**src/rtl/guia05_pkg.sv**
```systemverilog
// Shared definitions for the NOR vector checker stages.
package guia05_pkg;

   // FSM state encoding
   localparam logic [1:0] ST_IDLE_ENC   = 2'd0;
   localparam logic [1:0] ST_WAIT_ENC   = 2'd1;
   localparam logic [1:0] ST_SAMPLE_ENC = 2'd2;
   localparam logic [1:0] ST_DONE_ENC   = 2'd3;

   typedef enum logic [1:0] {
      ST_IDLE   = ST_IDLE_ENC,
      ST_WAIT   = ST_WAIT_ENC,
      ST_SAMPLE = ST_SAMPLE_ENC,
      ST_DONE   = ST_DONE_ENC
   } state_t;

   // Legal settle range; the timer counter is sized to cover SETTLE_MAX
   localparam int unsigned SETTLE_MIN = 1;
   localparam int unsigned SETTLE_MAX = 15;
   localparam int unsigned TIMER_W    = 4;

   // Widest vector the golden function accepts (callers zero-extend)
   localparam int unsigned NOR_MAX_W  = 32;

   // Golden N-input NOR
   function automatic logic nor_ref(input logic [NOR_MAX_W-1:0] vec);
      return ~|vec;
   endfunction

endpackage

```
**src/rtl/nor_vector_checker_settle_timer.sv**
```systemverilog
// Settle-time counter: hit marks the last cycle of a SETTLE-cycle hold.
module settle_timer
   import guia05_pkg::*;
#(
   parameter int unsigned SETTLE = 1
) (
   input  logic clk,
   input  logic rst_n,
   input  logic clr,
   input  logic en,
   output logic hit
);

   logic [TIMER_W-1:0] count;

   // Counter: clear has priority over enable
   always_ff @(posedge clk or negedge rst_n) begin
      if (!rst_n) begin
         count <= '0;
      end else if (clr) begin
         count <= '0;
      end else if (en) begin
         count <= count + TIMER_W'(1);
      end
   end

   assign hit = (count == TIMER_W'(SETTLE - 1));

endmodule

```
**config.mk**
```make
export PLATFORM = sky130hd
export DESIGN_NAME = settle_timer
export DESIGN_NICKNAME = d
export VERILOG_FILES = /design/src/rtl/guia05_pkg.sv /design/src/rtl/nor_vector_checker_settle_timer.sv
export SDC_FILE = /design/constraint.sdc
export NUM_CORES = 1
export LEC_CHECK = 0
export BUFFER_PORTS_ARGS = -buffer_cell sky130_fd_sc_hd__buf_2
export CAP_MARGIN = 20
export CORE_AREA = 2 2 39 41
export CTS_BUF_LIST = sky130_fd_sc_hd__clkbuf_8
export CTS_CLUSTER_SIZE = 8
export DETAILED_ROUTE_END_ITERATION = 7
export DIE_AREA = 0 0 41 43
export MAX_ROUTING_LAYER = met4
export PLACE_DENSITY = 0.32
export SYNTH_ARGS = -nofsm -noshare
export SYNTH_HDL_FRONTEND = slang
export SYNTH_SLANG_ARGS = --single-unit
```
**constraint.sdc**
```tcl
create_clock -name clk -period 1.3 [get_ports clk]
set_input_delay 0.195 -clock clk [delete_from_list [all_inputs] [get_ports clk]]
set_output_delay 0.195 -clock clk [all_outputs]
set_load 0.1 [all_outputs]
```
==> metrics.txt, run 1 <==
status complete, but fails checks; violated checks negative setup slack; Clock Tree Root clkbuf_8; Clk pwr share 50.4%; Starting DRT DRC Count 0; critical path arrival 1170 ps; Final Max Tran Viols 0; Netlist cell types 13; Hold Violations, Final 0; ant diodes 0; DP Worst Slack 115 ps; first-pass GRT wire length roughly 580 um; Critical Path Sink Type primary output; Port Buf Inserts 4; crit-path max cell delay approximately 360 ps; GR Layer Usage met2 under 10%; Final Setup Violations 1; row count 14; Sw Share 25.2%; most common cell after layout, fill and taps aside dfrtp_1; TNS Setup -63.3 ps; GRT Max-Usage Layer met2; syn_nets 26; Layout area overhead 60.2%; Vias per Instance 3.72; die area 1760 um2; most frequent cells in the layout 4 x dfrtp_1, 3 x nor2_1, 3 x clkbuf_8, 3 x buf_2; multi-input logic area about 120 um2; I/O pin cnt 5; CTS Buffer Depth 2; max reg flops 4; pwr dens roughly 1400 nW/um2; CP Max Fanout 2; Final Instance Area around 350 um2; fill cell count between 150 and 200; Cells after Synth 20; Post-DRT Antenna Nets 0; crit path launch type flip-flop; crit path kind flip-flop to primary output; ratio of cells with drive above 1 in the final layout approximately 40%; CTS Sinks 4; cell count after placement around 40; Hold WC Path Type primary input to flip-flop; Period minus WS final 1360 ps; NetSw between 0.1 and 0.15 mW; routing usage on met3 1.57%; total global routing overflow 0; Critical Path, Cell by Cell inv_1 > ha_1 > nor3b_4 > buf_12; clk_lat worst skew 210 ps; die width 41 um; Max-slew headroom slightly below 90%; Top reg by flops count; synth warn 0; Max-Cap Viols 0; pin count of the biggest net entering global routing 6; Pint between 0.3 and 0.4 mW; Worst R2R Setup Slack approximately 180 ps; sequential fraction of the synthesis area 45.5%; Initial Util between 10% and 20%; Post-Route Skew approximately 1.2 ps; Top delay family on crit path flip-flops; Comb pwr share 23.1%; area of the mapped netlist 220 um2; syn_area_per_cell approximately 11 um2; Critical path buffers and inverters 2; final worst slack -63.3 ps; Die H 43 um; grt met1 use between 4 and 5%; number of synthesized register bits 4; total track usage under 10%; FF-to-FF End count[2]; Hold Path Depth 2; worst-margin pin slew between 150 and 200 ps; register area between 100 and 150 um2; Worst-path clk slew approximately 30 ps; H-tree depth 1; worst hold endpoint count[0]; vias in the first global route ~150; TritonCTS clock tree built; post-route insts no fill 46; hold_sp clr; WL final 370 um; TritonRoute pass-1 iters 1; worst reg2reg path depth 4; fin nets 38; average routed wire per standard cell around 8 um; fin crit share 105%; leak pwr around 0.17 nW; Highest Clock Rate between 700 and 800 MHz; CP max-delay cell dfrtp_1; initial antenna violation count 0; biggest regs count: 4 flops; Critical Path RT ~1100 ps; core area around 1400 um2; RSZ-0062 raised after global routing true; post-placement cell area around 290 um2; via count 171; final core occ between 20% and 30%; CTS Buf Count 3; maximum vdd drop 0.000545 V; Routability Congestion just over 0.7; Residual DRC 0; Worst R2R Start count[0]; register share of total power 26.6%
per-layer routing:
layer / part of all wire [%] / wire length (um) / vias to the layer above
li1: - / - / 87
met1: 39 / 146 / 77
met2: 52 / 191 / 5
met3: 4.1 / 15 / 2
met4: 4.1 / 15 / 0
met5: 0 / 0 / -
power groups by stage:
| stage | logic, mW | clock network (mW) | registers [mW] |
|---|---|---|---|
| floorplan | 0.0681 | 0 | 0.139 |
| global placement | 0.111 | 0 | 0.139 |
| detailed placement | 0.111 | 0 | 0.138 |
| CTS | 0.119 | 0.262 | 0.135 |
| global route | 0.125 | 0.279 | 0.136 |
| finish | 0.117 | 0.256 | 0.135 |
layout make-up:
| class | instances | area share, % |
|---|---|---|
| timing repair buffer | 7 | 17.0 |
| sequential | 4 | 28.4 |
| clock buffer | 3 | 11.7 |
| multi-input combinational | 14 | 35.1 |
| tap | 16 | 5.67 |
| inverter | 2 | 2.13 |
cells in the mapped netlist (all sizes together):
master	number	area, um2
a21bo	1	10.0
a21oi	1	5.00
dfrtp	4	100
ha	2	25.0
inv	2	7.51
mux2	1	15.0
mux2i	1	10.0
nand3b	1	7.51
nand4	1	6.26
nor2	3	11.3
nor2b	1	6.26
nor3b	1	7.51
xnor2	1	8.76
kinds of logic after synthesis:
family          count (synthesis)  share of synthesized area, %
xor+xnor                        1                          3.98
flops                           4                          45.5
fa+ha+maj                       2                          11.4
compound gates                  2                          6.82
buf+inv                         2                          3.41
simple gates                    7                          17.6
mux                             2                          11.4
worst max path at each step:
stage | from | endpoint | slack, ps | cells after the start
6_report | count[0] | hit | -60 | 4
2_1_floorplan | count[0] | hit | -320 | 3
3_5_place_dp | count[1] | hit | 110 | 4
5_1_grt | count[0] | hit | -130 | 4
4_1_cts | count[0] | hit | -80 | 4
3_3_place_gp | count[1] | hit | 110 | 4
per-stage QoR:
stage          power (mW)  hold slack, ps
6_report            0.509             203
5_1_grt             0.540             209
4_1_cts             0.517             204
3_5_place_dp        0.249            2.26
3_3_place_gp        0.250            1.36
2_1_floorplan       0.207            -101
what timing repair did:
| item | CTS | global route |
|---|---|---|
| setup endpoints to repair | 1 | 1 |
| cloned | 0 | 0 |
| endpoints found under the hold margin | 4 | 0 |
| gates resized for setup | 0 | 0 |
| hold buffers | 1 | 0 |
| buffers inserted | 1 | 0 |
Note: power is estimated with default switching activity, not from simulation.
==> run 2: changes to the inputs <==
Settings changed: BUFFER_PORTS_ARGS -buffer_cell sky130_fd_sc_hd__buf_2 to not set, DONT_BUFFER_PORTS set to 1, PLACE_DENSITY 0.32 to 0.3, SKIP_CTS_REPAIR_TIMING set to 1.
==> metrics.txt, run 2 (synthesized netlist as in run 1, its figures left out) <==
Worst R2R Setup Slack 180 ps (about the same); Die H 43 um (unchanged); most frequent cells in the layout 4 x dfrtp_1, 3 x nor2_1, 3 x clkbuf_8; Layout area overhead 53.4%; worst reg2reg path depth 4 (unchanged); pin count of the biggest net entering global routing 6 (unchanged); Clk pwr share 51.2% (+0.8 points); final worst slack -74.0 ps (-10.6 ps); WL final 399 um (+7.8%); CP endpoint hit; Hold Violations, Final 0 (unchanged); first-pass GRT wire length 772 um (+33%); maximum vdd drop 0.00112 V (+100%); row count 14 (unchanged); Sw Share 25.2% (-0.049 points); Top reg by flops count; worst-margin pin slew 200 ps (+20.1 ps); total track usage 6.93% (+1.3 points); hpwl dp 308 um; fill cell count 149 (-4.5%); I/O pin cnt 5 (unchanged); Top delay family on crit path flip-flops; die width 41 um (unchanged); CP Max Fanout 2 (unchanged); total global routing overflow 0 (unchanged); CTS Buf Count 3 (unchanged); TritonRoute pass-1 iters 1 (unchanged); Worst-path clk slew 30 ps (about the same); Final Max Tran Viols 0 (unchanged); die area 1760 um2 (unchanged); status complete, but fails checks; Period minus WS final 1370 ps (+10.6 ps); crit path launch type flip-flop; Port Buf Inserts 0 (-4); ratio of cells with drive above 1 in the final layout 33.3% (-6.7 points); Comb pwr share 21.9% (-1.2 points); CTS Buffer Depth 2 (unchanged); violated checks negative setup slack; H-tree depth 1 (unchanged); ant diodes 0 (unchanged); total power 0.505 mW (-0.74%); max reg flops 4 (unchanged); clk_lat worst skew 220 ps (about the same); Max-Cap Viols 0 (unchanged); Final Setup Violations 1 (unchanged); biggest regs count: 4 flops; Pint 0.378 mW (-0.68%); Clock Tree Root clkbuf_8; Critical Path RT 1110 ps (about the same); Post-DRT Antenna Nets 0 (unchanged); most common cell after layout, fill and taps aside dfrtp_1; leak pwr 0.159 nW (-6.9%); vias in the first global route 181 (+18%); Critical Path Sink Type primary output; fin nets 35 (-7.9%); pwr dens 1500 nW/um2 (+3.7%); Highest Clock Rate 728 MHz (-0.77%); FF-to-FF End count[2]; fin crit share 106% (+0.82 points); Residual DRC 0 (unchanged); Hold WC Path Type primary input to flip-flop; critical path arrival 1180 ps (about the same); initial antenna violation count 0 (unchanged); register share of total power 26.8% (+0.2 points); final core occ 24.4% (-1.1 points); Max-slew headroom 86.6% (-1.4 points); core area 1380 um2 (unchanged); TritonCTS clock tree built; CP Launch Point count[0]; Critical path buffers and inverters 2 (unchanged); crit-path max cell delay 370 ps (about the same); CP Depth 4 (unchanged); Initial Util 15.9% (unchanged); crit path kind flip-flop to primary output; RSZ-0062 raised after global routing true; Starting DRT DRC Count 0 (unchanged); CTS Sinks 4 (unchanged); Post-Route Skew 5.10 ps (+3.89 ps); average routed wire per standard cell 9.28 um (+15%); Critical Path, Cell by Cell inv_1 > ha_1 > nor3b_4 > buf_12; NetSw 0.127 mW (-0.94%); via count 164 (-4.1%); Routability Congestion 0.661 (-8.2%); Worst R2R Start count[0]; CP max-delay cell dfrtp_1; Vias per Instance 3.81 (+2.6%)
-- run 2: cell count changes in the layout (fill, tap and decap cells not counted) --
cell | previous run | this run
buf_2 | 3 | 0
-- run 2: final cells by class --
type	instances	area, um2	area share [%]
well taps	16	20.0	5.93
multi-input cells	14	124	36.7
inverters	2	7.51	2.22
flip-flops and latches	4	100	29.6
repair buffers	4	45.0	13.3
clock buffers	3	41.3	12.2
-- run 2: power by group through the flow --
stage / Sequential, mW / Clock [mW] / Combinational [mW]
2_1_floorplan: 0.139 / 0 / 0.0681
3_3_place_gp: 0.138 / 0 / 0.102
3_5_place_dp: 0.139 / 0 / 0.101
4_1_cts: 0.137 / 0.262 / 0.102
5_1_grt: 0.136 / 0.270 / 0.120
6_report: 0.136 / 0.259 / 0.111
-- run 2: worst min path at each step --
stage	cells past startpoint	start	slack, ps	to
detailed placement	0	rst_n	-100	count[3]
CTS	0	rst_n	-330	count[1]
global route	1	clr	40	count[1]
finish	1	clr	40	count[2]
global placement	0	rst_n	-100	count[1]
floorplan	0	rst_n	-100	count[0]
-- run 2: per-stage QoR --
stage,instances,hold slack (ps),setup WS [ps],cell area (um2),setup TNS (ps)
2_1_floorplan,20,-101,-318,231,-318
3_3_place_gp,38,-100,114,279,0
3_5_place_dp,38,-100,114,279,0
4_1_cts,41,-327,-115,320,-115
5_1_grt,43,44.1,-149,338,-149
6_report,43,44.4,-74.0,338,-74.0
-- run 2: layer usage --
layer	wire length, um	up-vias	part of all wire (%)	global-route usage [%]
met1	189	76	47	9.15
li1	-	83	-	-
met3	30	0	7.5	6.28
met5	0	-	0	-
met4	0	0	0	0
met2	179	5	45	8.44
==> run 3: changes to the inputs <==
Settings changed: CORE_AREA 2 2 39 41 to 3 3 40 42, DIE_AREA 0 0 41 43 to 0 0 43 45, SETUP_SLACK_MARGIN set to 0.2.
==> metrics.txt, run 3 (synthesized netlist as in run 1, its figures left out) <==
Sw Share 25.0% (-0.14 points); Residual DRC 0 (unchanged); Critical Path Sink Type primary output; clk_lat worst skew 210 ps (about the same); die width 43 um (+4.9%); Post-DRT Antenna Nets 0 (unchanged); Routability Congestion 0.645 (-2.5%); fin crit share 107% (+1.5 points); Max-Cap Viols 0 (unchanged); CTS Sinks 4 (unchanged); Initial Util 17.1% (+1.2 points); vias in the first global route 163 (-9.9%); Starting DRT DRC Count 2 (+2); TritonCTS clock tree built; Max-slew headroom 87.2% (+0.65 points); total global routing overflow 0 (unchanged); Top reg by flops count; Worst-path clk slew 30 ps (about the same); Hold WC Path Type primary input to flip-flop; Clock Tree Root clkbuf_8; Layout area overhead 60.2%; die area 1940 um2 (+9.8%); CTS Buffer Depth 2 (unchanged); NetSw 0.126 mW (-0.65%); most frequent cells in the layout 4 x dfrtp_1, 3 x nor2_1, 3 x clkbuf_8, 2 x inv_1, 2 x buf_4; I/O pin cnt 5 (unchanged); Final Max Tran Viols 0 (unchanged); crit path kind flip-flop to primary output; Clk pwr share 50.5% (-0.7 points); first-pass GRT wire length 710 um (-8.0%); post-route insts no fill 42 (-2.3%); row count 13 (-1); CTS Buf Count 3 (unchanged); pin count of the biggest net entering global routing 6 (unchanged); most common cell after layout, fill and taps aside dfrtp_1; CP Max Fanout 2 (unchanged); Post-Route Skew 4.22 ps (-0.878 ps); pwr dens 1430 nW/um2 (-4.3%); Final Setup Violations 1 (unchanged); leak pwr 0.158 nW (-1.1%); Highest Clock Rate 718 MHz (-1.4%); worst-margin pin slew 191 ps (-9.79 ps); ratio of cells with drive above 1 in the final layout 40.7% (+7.4 points); DP Worst Slack 129 ps (+14.3 ps); TNS Setup -93.6 ps (-19.6 ps); initial antenna violation count 0 (unchanged); critical path arrival 1200 ps (+20 ps); register share of total power 26.9% (about the same); RSZ-0062 raised after global routing true; Vias per Instance 4.10 (+7.4%); H-tree depth 1 (unchanged); average routed wire per standard cell 9.52 um (+2.6%); hold slack 39.1 ps (-5.27 ps); total track usage 5.77% (-1.2 points); Port Buf Inserts 0 (unchanged); biggest regs count: 4 flops; max reg flops 4 (unchanged); violated checks negative setup slack; crit path launch type flip-flop; via count 172 (+4.9%); Period minus WS final 1390 ps (+19.6 ps); cell count after placement 38 (unchanged); Hold Violations, Final 0 (unchanged); Pint 0.379 mW (about the same); final worst slack -93.6 ps (-19.6 ps); Die H 45 um (+4.7%); Critical Path RT 1110 ps (about the same); TritonRoute pass-1 iters 2 (+1); WL final 400 um (+0.25%); Comb pwr share 22.7% (+0.8 points); core area 1280 um2 (-7.1%); ant diodes 0 (unchanged); total power 0.505 mW (about the same); fin nets 35 (unchanged); maximum vdd drop 0.000445 V (-60%); status complete, but fails checks; fill cell count 137 (-8.1%)
[run 3: cell count changes in the layout (fill, tap and decap cells not counted)]
cell,delta
a21oi_1,-1
a21oi_2,+1
ha_1,-1
ha_4,+1
[run 3: power groups by stage]
stage / clock network (mW) / logic, mW / registers (mW)
after global placement: 0 / 0.108 / 0.137
after detailed placement: 0 / 0.107 / 0.137
final: 0.255 / 0.114 / 0.136
after floorplan: 0 / 0.0681 / 0.139
after global routing: 0.273 / 0.121 / 0.136
after CTS: 0.266 / 0.108 / 0.135
[run 3: final cells by class]
cell class                      instances  area [um2]  area share (%)
Tap cell                               15        18.8            5.32
Sequential cell                         4         100            28.4
Multi-Input combinational cell         14         140            39.7
Clock buffer                            3        41.3            11.7
Timing Repair Buffer                    4        45.0            12.8
Inverter                                2        7.51            2.13
[run 3: final timing paths]
path	start	endpoint	slack [ps]	depth (start not counted)
setup / recovery	count[0]	hit	-90	4
max in group asynchronous	rst_n	count[0]	870	1
hold reg to reg	count[2]	count[2]	640	2
min in group asynchronous	rst_n	count[1]	250	1
hold / removal	clr	count[2]	40	1
setup reg to reg	count[0]	count[2]	240	4
[run 3: metrics by stage]
step	area [um2]	utilization, %
2_1_floorplan	231	-
3_3_place_gp	285	22.2
3_5_place_dp	285	22.2
4_1_cts	327	25.4
5_1_grt	353	27.5
6_report	353	27.5
[run 3: critical path, cell delays in order (launching register included)]
cell,delay (ps)
dfrtp_1,370
inv_1,70
ha_1,140
nor3b_4,210
buf_12,200
[run 3: metal layers]
metal	wire, um	vias to the layer above	global-route usage, %	share of wire (%)
met1	175	82	5.61	44
met4	5	0	7.23	1.3
met2	192	6	6.59	48
met3	26	2	3.98	6.5
li1	-	82	-	-
met5	0	-	-	0
